`src/rtl/hazard_flush_controller_pkg.sv`:
```
// Shared widths and FSM encoding for the hazard/flush controller.
// Imported by the top level and by the hazard-compare sub-module.
package hazard_flush_controller_pkg;

  localparam int REG_ADDR_W = 4;
  localparam int CNT_W      = 4;

  typedef enum logic [1:0] {
    ST_IDLE    = 2'd0,
    ST_WAIT    = 2'd1,
    ST_RELEASE = 2'd2
  } mem_state_t;

endpackage

```
`src/rtl/hazard_flush_controller_hazard_detect.sv`:
```
// Combinational ID-stage source versus EX/MEM destination comparison.
// Only EX-stage loads stall when forwarding is enabled.
module hazard_detect
  import hazard_flush_controller_pkg::*;
(
  input  logic [REG_ADDR_W-1:0] src1,
  input  logic [REG_ADDR_W-1:0] src2,
  input  logic                  src1_valid,
  input  logic                  two_src,
  input  logic                  forwarding_en,
  input  logic [REG_ADDR_W-1:0] exe_dest,
  input  logic                  exe_wb_en,
  input  logic                  exe_mem_read_en,
  input  logic [REG_ADDR_W-1:0] mem_dest,
  input  logic                  mem_wb_en,
  output logic                  hazard
);

  logic [REG_ADDR_W-1:0] srcs [2];
  logic [1:0]            use_src;
  logic [1:0]            hit;

  assign srcs[0]    = src1;
  assign srcs[1]    = src2;
  assign use_src[0] = src1_valid;
  assign use_src[1] = two_src;

  genvar gi;
  generate
    for (gi = 0; gi < 2; gi++) begin : g_src
      logic exe_match;
      logic mem_match;
      // With forwarding, only a load in EX cannot be bypassed in time.
      assign exe_match = exe_wb_en && (srcs[gi] == exe_dest) &&
                         (!forwarding_en || exe_mem_read_en);
      assign mem_match = !forwarding_en && mem_wb_en && (srcs[gi] == mem_dest);
      assign hit[gi]   = use_src[gi] && (exe_match || mem_match);
    end
  endgenerate

  assign hazard = |hit;

endmodule

```
`src/rtl/hazard_flush_controller.sv`:
```
// Pipeline freeze/flush control: MEM-access freeze FSM plus prioritised
// branch flush and data-hazard stall.
module hazard_flush_controller
  import hazard_flush_controller_pkg::*;
#(
  parameter int MEM_WAIT_CYCLES = 4
) (
  input  logic                  clk,
  input  logic                  rst,
  input  logic [REG_ADDR_W-1:0] src1,
  input  logic [REG_ADDR_W-1:0] src2,
  input  logic                  src1_valid,
  input  logic                  two_src,
  input  logic                  forwarding_en,
  input  logic [REG_ADDR_W-1:0] exe_dest,
  input  logic                  exe_wb_en,
  input  logic                  exe_mem_read_en,
  input  logic [REG_ADDR_W-1:0] mem_dest,
  input  logic                  mem_wb_en,
  input  logic                  mem_req,
  input  logic                  branch_taken,
  output logic                  freeze_pc,
  output logic                  freeze_if_id,
  output logic                  flush_if_id,
  output logic                  flush_id_ex,
  output logic                  freeze_all
);

  mem_state_t       state_reg, state_next;
  logic [CNT_W-1:0] wait_cnt_reg, wait_cnt_next;
  logic             hazard;
  logic             mem_freeze;

  hazard_detect u_hazard_detect (
    .src1            (src1),
    .src2            (src2),
    .src1_valid      (src1_valid),
    .two_src         (two_src),
    .forwarding_en   (forwarding_en),
    .exe_dest        (exe_dest),
    .exe_wb_en       (exe_wb_en),
    .exe_mem_read_en (exe_mem_read_en),
    .mem_dest        (mem_dest),
    .mem_wb_en       (mem_wb_en),
    .hazard          (hazard)
  );

  always_ff @(posedge clk) begin
    if (rst) begin
      state_reg    <= ST_IDLE;
      wait_cnt_reg <= '0;
    end else begin
      state_reg    <= state_next;
      wait_cnt_reg <= wait_cnt_next;
    end
  end

  // The request cycle counts as the first frozen cycle, hence the -2 preload.
  always_comb begin
    state_next    = state_reg;
    wait_cnt_next = wait_cnt_reg;
    mem_freeze    = 1'b0;
    case (state_reg)
      ST_IDLE: begin
        if (mem_req) begin
          mem_freeze    = 1'b1;
          state_next    = ST_WAIT;
          wait_cnt_next = CNT_W'(MEM_WAIT_CYCLES - 2);
        end
      end
      ST_WAIT: begin
        mem_freeze = 1'b1;
        if (wait_cnt_reg == '0) begin
          state_next = ST_RELEASE;
        end else begin
          wait_cnt_next = wait_cnt_reg - 1'b1;
        end
      end
      ST_RELEASE: begin
        state_next = ST_IDLE;
      end
      default: begin
        state_next    = ST_IDLE;
        wait_cnt_next = '0;
      end
    endcase
  end

  always_comb begin
    freeze_pc    = 1'b0;
    freeze_if_id = 1'b0;
    flush_if_id  = 1'b0;
    flush_id_ex  = 1'b0;
    freeze_all   = 1'b0;
    if (!rst) begin
      if (mem_freeze) begin
        freeze_all   = 1'b1;
        freeze_pc    = 1'b1;
        freeze_if_id = 1'b1;
      end else if (branch_taken) begin
        flush_if_id  = 1'b1;
        flush_id_ex  = 1'b1;
      end else if (hazard) begin
        freeze_pc    = 1'b1;
        freeze_if_id = 1'b1;
        flush_id_ex  = 1'b1;
      end
    end
  end

endmodule
```
`config.mk`:
```
export PLATFORM = sky130hd
export DESIGN_NAME = hazard_flush_controller
export DESIGN_NICKNAME = d
export VERILOG_FILES = /design/src/rtl/hazard_flush_controller_pkg.sv /design/src/rtl/hazard_flush_controller_hazard_detect.sv /design/src/rtl/hazard_flush_controller.sv
export SDC_FILE = /design/constraint.sdc
export NUM_CORES = 1
export LEC_CHECK = 0
export CAP_MARGIN = 20
export CELL_PAD_IN_SITES_DETAIL_PLACEMENT = 0
export CELL_PAD_IN_SITES_GLOBAL_PLACEMENT = 1
export CORE_MARGIN = 3
export CORE_UTILIZATION = 25
export CTS_CLUSTER_DIAMETER = 120
export DETAILED_ROUTE_END_ITERATION = 6
export HOLD_SLACK_MARGIN = 0.03
export PLACE_DENSITY_LB_ADDON = 0.1
export SLEW_MARGIN = 20
export SYNTH_ARGS = -nofsm -noshare
export SYNTH_HDL_FRONTEND = slang
export SYNTH_SLANG_ARGS = --single-unit
```
`constraint.sdc`:
```
create_clock -name clk -period 2.4 [get_ports clk]
set_clock_uncertainty 0.1 [all_clocks]
set_input_delay 0.48 -clock clk [delete_from_list [all_inputs] [get_ports clk]]
set_output_delay 0.48 -clock clk [all_outputs]
set_load 0.1 [all_outputs]
```
==> impl_metrics.env, run 1 <==
export IMPL_overflow=0
export IMPL_maxCapViolCount=0
export IMPL_r2r_start="wait_cnt_reg[0]$_SDFFE_PP0P_"
export IMPL_synthCells=69
export IMPL_critPathArrivalTime_ns=1.75
export IMPL_critPathKind="in -> out"
export IMPL_critPathSlowestCell="nor4_1"
export IMPL_area_delta_synth_final_pct=86.8
export IMPL_track_usage_pct=11.8
export IMPL_initial_core_util_pct=27.2
export IMPL_synth_top_area_share_pct=21.9
export IMPL_drt_iter0_markers=2
export IMPL_fin_crit_sh_pct=97.1
export IMPL_synth_area_leader_cell="dfxtp_1"
export IMPL_startpoint_type="input port"
export IMPL_most_common_layout_cells="dlygate4sd2_1, xor2_1, xnor2_1, nor2_1, buf_4"
export IMPL_fmax_ghz=0.429
export IMPL_dieHeight_um=52.9
export IMPL_cts_clk_slew_worst_paths_ns=0.04
export IMPL_wl_met2_um=745
export IMPL_largest_register_ffs=4
export IMPL_hold_path_end="wait_cnt_reg[1]$_SDFFE_PP0P_"
export IMPL_hp_class="reg -> reg"
export IMPL_status="finished clean"
export IMPL_h_tree_depth=1
export IMPL_synth_top_cells_by_area="dfxtp_1, xor2_1, xnor2_1, nor2_1, ha_1"
export IMPL_slowest_delay_ns=0.27
export IMPL_setup_violations=0
export IMPL_period_needed_ns=2.33
export IMPL_numClockSinks=6
export IMPL_grt_max_degree=9
export IMPL_grt_pass1_wl_um=2460
export IMPL_drc=0
export IMPL_diodes=0
export IMPL_syn_nets=97
export IMPL_ios=31
export IMPL_tritoncts="yes"
export IMPL_worstSkewPairLatency_ns=0.24
export IMPL_setup_ws_ns=0.0698
export IMPL_r2r_cells=8
export IMPL_grt_antenna_before_repair=0
export IMPL_via_count=590
export IMPL_cp_num_buf_inv=2
export IMPL_tightest_slew_ns=0.327
export IMPL_rr_endpoint="wait_cnt_reg[2]$_SDFFE_PP0P_"
export IMPL_nFillCells=216
export IMPL_ant_nets=0
export IMPL_cts_max_path_buffers=2
export IMPL_grt_pass1_vias=620
export IMPL_powerDensity_nw_per_um2=543
export IMPL_cts_root_buffer="clkbuf_4"
export IMPL_row_count=16
export IMPL_wl_um=1380
export IMPL_highest_layer="met4"
export IMPL_num_nets_final=137
export IMPL_core_area_um2=2020
export IMPL_dieArea_um2=2800
export IMPL_synth_cell_types=25
export IMPL_p_leak_nw=0.447
export IMPL_cp_max_fo=2
export IMPL_final_common_cell="dlygate4sd2_1"
export IMPL_critPathRequiredTime_ns=1.82
export IMPL_wl_met3_um=71
export IMPL_synth_area_um2=549
export IMPL_portBuffers=30
export IMPL_dp_worst_setup_slack_ns=-0.202
export IMPL_placed_cell_area_um2=991
export IMPL_cp_end_kind="output pin"
export IMPL_routabilityCongestion=0.701
export IMPL_worstPathCellList="dlygate4sd2_1 > xor2_1 > nor4_1 > a31oi_1 > nand3_2 > o21a_1 > buf_12"
export IMPL_wl_met1_um=553
export IMPL_ys_seq_area_share_pct=21.9
export IMPL_yosysWarnings=0
export IMPL_drive_above_1_share_pct=24.3
export IMPL_async_reset_ff_share_pct=0
export IMPL_die_w_um=52.9
export IMPL_max_slew_margin_rel_pct=78.2
export IMPL_rsz0062_at_grt="true"
export IMPL_syn_area_per_cell_um2=7.96
export IMPL_vdd_drop_max_v=0.000297
export IMPL_final_area_um2=1030
export IMPL_drv_slew=0
export IMPL_firstDrtPassIters=2
export IMPL_hp_start="wait_cnt_reg[1]$_SDFFE_PP0P_"
export IMPL_synth_edf_count=0
export IMPL_numCtsBuffers=3
export IMPL_whs_path_depth=2
export IMPL_rrSetupSlack_ns=0.56
export IMPL_wl_per_cell_um=10.3
export IMPL_ys_flop_type="dfxtp_1"
export IMPL_synth_seq_cells=6
export IMPL_hold_viol=0
export IMPL_dpl_hpwl_um=1200
export IMPL_via_per_inst=4.40
export IMPL_cpLargestDelayFamily="buffers and inverters"
==> where the power goes <==
part           internal, mW  total (mW)  switching, mW
registers             0.121       0.148         0.0265
logic                 0.148       0.316          0.168
clock network        0.0566      0.0928         0.0363
==> timing repair <==
| item | 4_1_cts | 5_1_grt |
|---|---|---|
| gates resized for setup | 27 | 2 |
| endpoints found under the hold margin | 0 | 0 |
| hold buffers | 0 | 0 |
| pin swaps | 13 | 8 |
| setup buffers | 1 | 0 |
| setup endpoints to repair | 3 | 3 |
==> how the worst max path moves through the flow <==
| stage | from | endpoint | cells past startpoint |
|---|---|---|---|
| 2_1_floorplan | mem_req | freeze_pc | 4 |
| 3_3_place_gp | exe_dest[1] | flush_id_ex | 7 |
| 3_5_place_dp | forwarding_en | freeze_if_id | 8 |
| 4_1_cts | mem_dest[2] | flush_id_ex | 8 |
| 5_1_grt | exe_dest[3] | flush_id_ex | 7 |
| 6_report | exe_dest[3] | flush_id_ex | 7 |
==> Yosys cell counts, types with 2 or more instances <==
cell     count
a21oi_1      3
and2_1       2
dfxtp_1      6
ha_1         2
inv_1        3
nand2_1      5
nand3_1      3
nor2_1       7
nor3_1       3
nor4_1       4
xnor2_1      6
xor2_1      12
==> layout make-up <==
cell class | count | area, um^2 | share of cell area (%)
multi-input combinational | 59 | 464 | 45.2
tap | 27 | 33.8 | 3.29
timing repair buffer | 36 | 373 | 36.3
clock buffer | 3 | 22.5 | 2.20
sequential | 6 | 121 | 11.8
inverter | 3 | 11.3 | 1.10
==> stage by stage <==
stage / hold slack [ns] / instances / setup TNS (ns) / utilization, % / total power, mW
finish: 0.383 / 134 / 0 / 50.7 / 0.557
global route: 0.411 / 134 / -0.000595 / 50.7 / 0.605
CTS: 0.384 / 134 / 0 / 50.6 / 0.565
detailed placement: 0.377 / 130 / -0.601 / 49.0 / 0.475
global placement: 0.366 / 130 / -0.538 / 49.0 / 0.473
floorplan: 0.339 / 69 / -0.100 / - / 0.359
==> cells by family (layout without fill, tap and decap cells) <==
group / after synthesis / count (layout) / synth area share, %
adder cells (fa/ha/maj): 2 / 2 / 4.56
buffers and inverters: 4 / 42 / 3.42
flip-flops: 6 / 6 / 21.9
XOR/XNOR: 18 / 18 / 28.7
AO/OA/AOI/OAI: 9 / 9 / 12.8
AND/OR/NAND/NOR: 30 / 30 / 28.7
==> worst reg2reg max path: stages (launching register included) <==
cell	delay, ns
dfxtp_1	0.32
inv_1	0.08
ha_1	0.14
nor3b_1	0.29
nand2b_1	0.15
a21boi_4	0.22
and2b_2	0.25
xnor2_1	0.13
nor2_1	0.05
==> per-layer routing <==
metal,GRT usage [%],up-vias
li1,-,314
met1,13.7,259
met2,20.0,15
met3,1.41,2
met4,7.66,0
met5,0,-
(Power assumes the default switching activity.)
==> run 2, diff against run 1 <==
--- a/config.mk
+++ b/config.mk
@@ -5,16 +5,18 @@
 export SDC_FILE = /design/constraint.sdc
 export NUM_CORES = 1
 export LEC_CHECK = 0
+export ABC_AREA = 1
 export CAP_MARGIN = 20
 export CELL_PAD_IN_SITES_DETAIL_PLACEMENT = 0
 export CELL_PAD_IN_SITES_GLOBAL_PLACEMENT = 1
 export CORE_MARGIN = 3
-export CORE_UTILIZATION = 25
+export CORE_UTILIZATION = 26
 export CTS_CLUSTER_DIAMETER = 120
 export DETAILED_ROUTE_END_ITERATION = 6
 export HOLD_SLACK_MARGIN = 0.03
-export PLACE_DENSITY_LB_ADDON = 0.1
+export PLACE_DENSITY = 0.76
 export SLEW_MARGIN = 20
 export SYNTH_ARGS = -nofsm -noshare
 export SYNTH_HDL_FRONTEND = slang
+export SYNTH_HIERARCHICAL = 1
 export SYNTH_SLANG_ARGS = --single-unit
==> run 2 against run 1 <==
Compared with the run above: design area is 4.3% higher; critical path depth rose by 5; die area grew 20%; first-iteration DRC count rose to 18 times the previous value; hold slack improved by 0.0012 ns; area after synthesis up 28%; sequential power is 15% lower; utilization down 8.3 points; maximum frequency increased by 2.6%; sequential share of layout area is 0.60 points lower; non-clock buffer count shrank 4; final cell count rose by 47%.
==> impl_metrics.env, run 2 <==
export IMPL_grt_pass1_vias=873
export IMPL_portBuffers=30
export IMPL_grt_antenna_before_repair=0
export IMPL_fmax_ghz=0.440
export IMPL_initial_core_util_pct=27.8
export IMPL_ctsHoldBuffers=0
export IMPL_maxCapViolCount=0
export IMPL_tightest_slew_ns=0.260
export IMPL_synth_seq_cells=6
export IMPL_rrSetupSlack_ns=1.12
export IMPL_wl_um=1940
export IMPL_dpl_hpwl_um=1700
export IMPL_synth_common_cells="nand2_1, inv_1, nor2_1"
export IMPL_rr_endpoint="wait_cnt_reg[1]$_SDFFE_PP0P_"
export IMPL_dieHeight_um=57.9
export IMPL_most_common_layout_cells="nand2_1, inv_1, nor2_1, clkbuf_2, dfxtp_1"
export IMPL_core_area_um2=2520
export IMPL_ys_seq_area_share_pct=17.1
export IMPL_die_w_um=57.9
export IMPL_crit_end="freeze_if_id"
export IMPL_nFillCells=276
export IMPL_synth_top_cells_by_area="nand2_1, dfxtp_1, inv_1, nor2_1, ha_1"
export IMPL_wl_per_cell_um=9.84
export IMPL_startpoint_type="input port"
export IMPL_grt_max_degree=7
export IMPL_overflow=0
export IMPL_cp_max_fo=3
export IMPL_wl_met3_um=137
export IMPL_r2r_cells=6
export IMPL_yosysMostFrequentCell="nand2_1"
export IMPL_synth_cell_types=21
export IMPL_drc=0
export IMPL_critPathKind="in -> out"
export IMPL_numClockSinks=6
export IMPL_h_tree_depth=1
export IMPL_wl_met2_um=889
export IMPL_track_usage_pct=12.6
export IMPL_critPathArrivalTime_ns=1.69
export IMPL_synth_area_um2=701
export IMPL_setup_ws_ns=0.128
export IMPL_syn_nets=161
export IMPL_drt_iter0_markers=35
export IMPL_worstSkewPairLatency_ns=0.25
export IMPL_vdd_drop_max_v=0.000310
export IMPL_yosysWarnings=6
export IMPL_firstDrtPassIters=4
export IMPL_drv_slew=0
export IMPL_dp_worst_setup_slack_ns=-0.270
export IMPL_r2r_start="wait_cnt_reg[0]$_SDFFE_PP0P_"
export IMPL_status="finished clean"
export IMPL_final_area_um2=1070
export IMPL_fin_crit_sh_pct=94.7
export IMPL_cp_end_kind="output pin"
export IMPL_diodes=0
export IMPL_synth_top_area_share_pct=26.8
export IMPL_hold_viol=0
export IMPL_hp_class="reg -> reg"
export IMPL_num_nets_final=197
export IMPL_grt_pass1_wl_um=3440
export IMPL_powerDensity_nw_per_um2=473
export IMPL_ios=31
export IMPL_critPathRequiredTime_ns=1.82
export IMPL_row_count=18
export IMPL_cts_clk_slew_worst_paths_ns=0.05
export IMPL_synth_area_leader_cell="nand2_1"
export IMPL_routabilityCongestion=0.800
export IMPL_async_reset_ff_share_pct=0
export IMPL_via_per_inst=4.35
export IMPL_final_common_cell="nand2_1"
export IMPL_p_leak_nw=0.597
export IMPL_highest_layer="met4"
export IMPL_synthCells=133
export IMPL_ant_nets=0
export IMPL_timing_critical_path_from="src1[0]"
export IMPL_max_slew_margin_rel_pct=82.5
export IMPL_wl_met1_um=896
export IMPL_area_delta_synth_final_pct=52.7
export IMPL_cts_root_buffer="clkbuf_4"
export IMPL_rsz0062_at_grt="false"
export IMPL_period_needed_ns=2.27
export IMPL_dieArea_um2=3350
export IMPL_syn_area_per_cell_um2=5.27
export IMPL_largest_register_ffs=4
export IMPL_tritoncts="yes"
export IMPL_via_count=856
export IMPL_setup_violations=0
export IMPL_ys_flop_type="dfxtp_1"
export IMPL_postCtsSetupBuffers=0
export IMPL_drive_above_1_share_pct=27.5
export IMPL_synth_edf_count=0
export IMPL_cts_max_path_buffers=2
export IMPL_placed_cell_area_um2=1110
export IMPL_numCtsBuffers=3
-- run 2: cell count changes in the layout (fill, tap and decap cells not counted), sizes merged, moves of 10 or more --
cell,before,now
nand2,5,53
inv,3,27
clkbuf,3,18
dlygate4sd2,18,4
nor2,7,20
xor2,12,2
-- run 2: layout make-up --
class                   count  area (um^2)  area share, %
inverters                  27          101           9.47
multi-input cells          99          503           47.0
repair buffers             32          285           26.7
flip-flops and latches      6          120           11.2
clock buffers               3         22.5           2.11
well taps                  30         37.5           3.51
-- run 2: worst min path at each step --
stage | cells after the start | endpoint | from
after global routing | 1 | state_reg[0]$_SDFFE_PP0P_ | state_reg[0]$_SDFFE_PP0P_
after global placement | 1 | state_reg[0]$_SDFFE_PP0P_ | state_reg[0]$_SDFFE_PP0P_
final | 1 | state_reg[0]$_SDFFE_PP0P_ | state_reg[0]$_SDFFE_PP0P_
after CTS | 1 | state_reg[0]$_SDFFE_PP0P_ | state_reg[0]$_SDFFE_PP0P_
after detailed placement | 1 | state_reg[0]$_SDFFE_PP0P_ | state_reg[0]$_SDFFE_PP0P_
after floorplan | 1 | state_reg[0]$_SDFFE_PP0P_ | state_reg[0]$_SDFFE_PP0P_
-- run 2: layer usage --
metal | GRT usage (%) | vias up
met3 | 2.45 | 3
met2 | 21.9 | 25
met4 | 3.97 | 0
li1 | - | 467
met1 | 15.7 | 361
met5 | 0 | -
-- run 2: where the power goes --
group / total [mW] / switching (mW) / internal [mW]
clock: 0.0960 / 0.0393 / 0.0568
sequential: 0.126 / 0.0121 / 0.114
combinational: 0.284 / 0.176 / 0.108
-- run 2: timing repair --
item,4_1_cts,5_1_grt
setup endpoints to repair,3,3
pin swaps,16,12
resized for setup,26,33
-- run 2: kinds of logic after synthesis --
kind of cell	count (synthesis)	synth area share [%]
AOI/OAI and AO/OA	10	8.21
adders and majority gates	2	3.57
xor gates and xnor gates	4	5.00
DFF	6	17.1
and+or+nand+nor	83	50.5
buffers and inverters	28	15.5
-- run 2: per-stage QoR --
| stage | hold WS, ns | util (%) | TNS (ns) | instances | power [mW] |
|---|---|---|---|---|---|
| after global routing | 0.396 | 42.4 | 0 | 197 | 0.539 |
| after floorplan | 0.349 | - | -0.465 | 133 | 0.312 |
| after detailed placement | 0.377 | 44.2 | -0.739 | 194 | 0.425 |
| after global placement | 0.365 | 44.2 | -0.692 | 194 | 0.419 |
| final | 0.384 | 42.4 | 0 | 197 | 0.506 |
| after CTS | 0.383 | 44.4 | 0 | 197 | 0.512 |
-- run 2: worst max-delay path, cell delays in order --
cell,delay [ns]
dlygate4sd2_1,0.23
inv_1,0.06
nand2_1,0.05
nand2_1,0.04
nor2_1,0.09
nand3_1,0.08
nand2_1,0.07
nand2_1,0.05
nand2_2,0.06
nand2_2,0.06
a21oi_4,0.21
buf_12,0.20
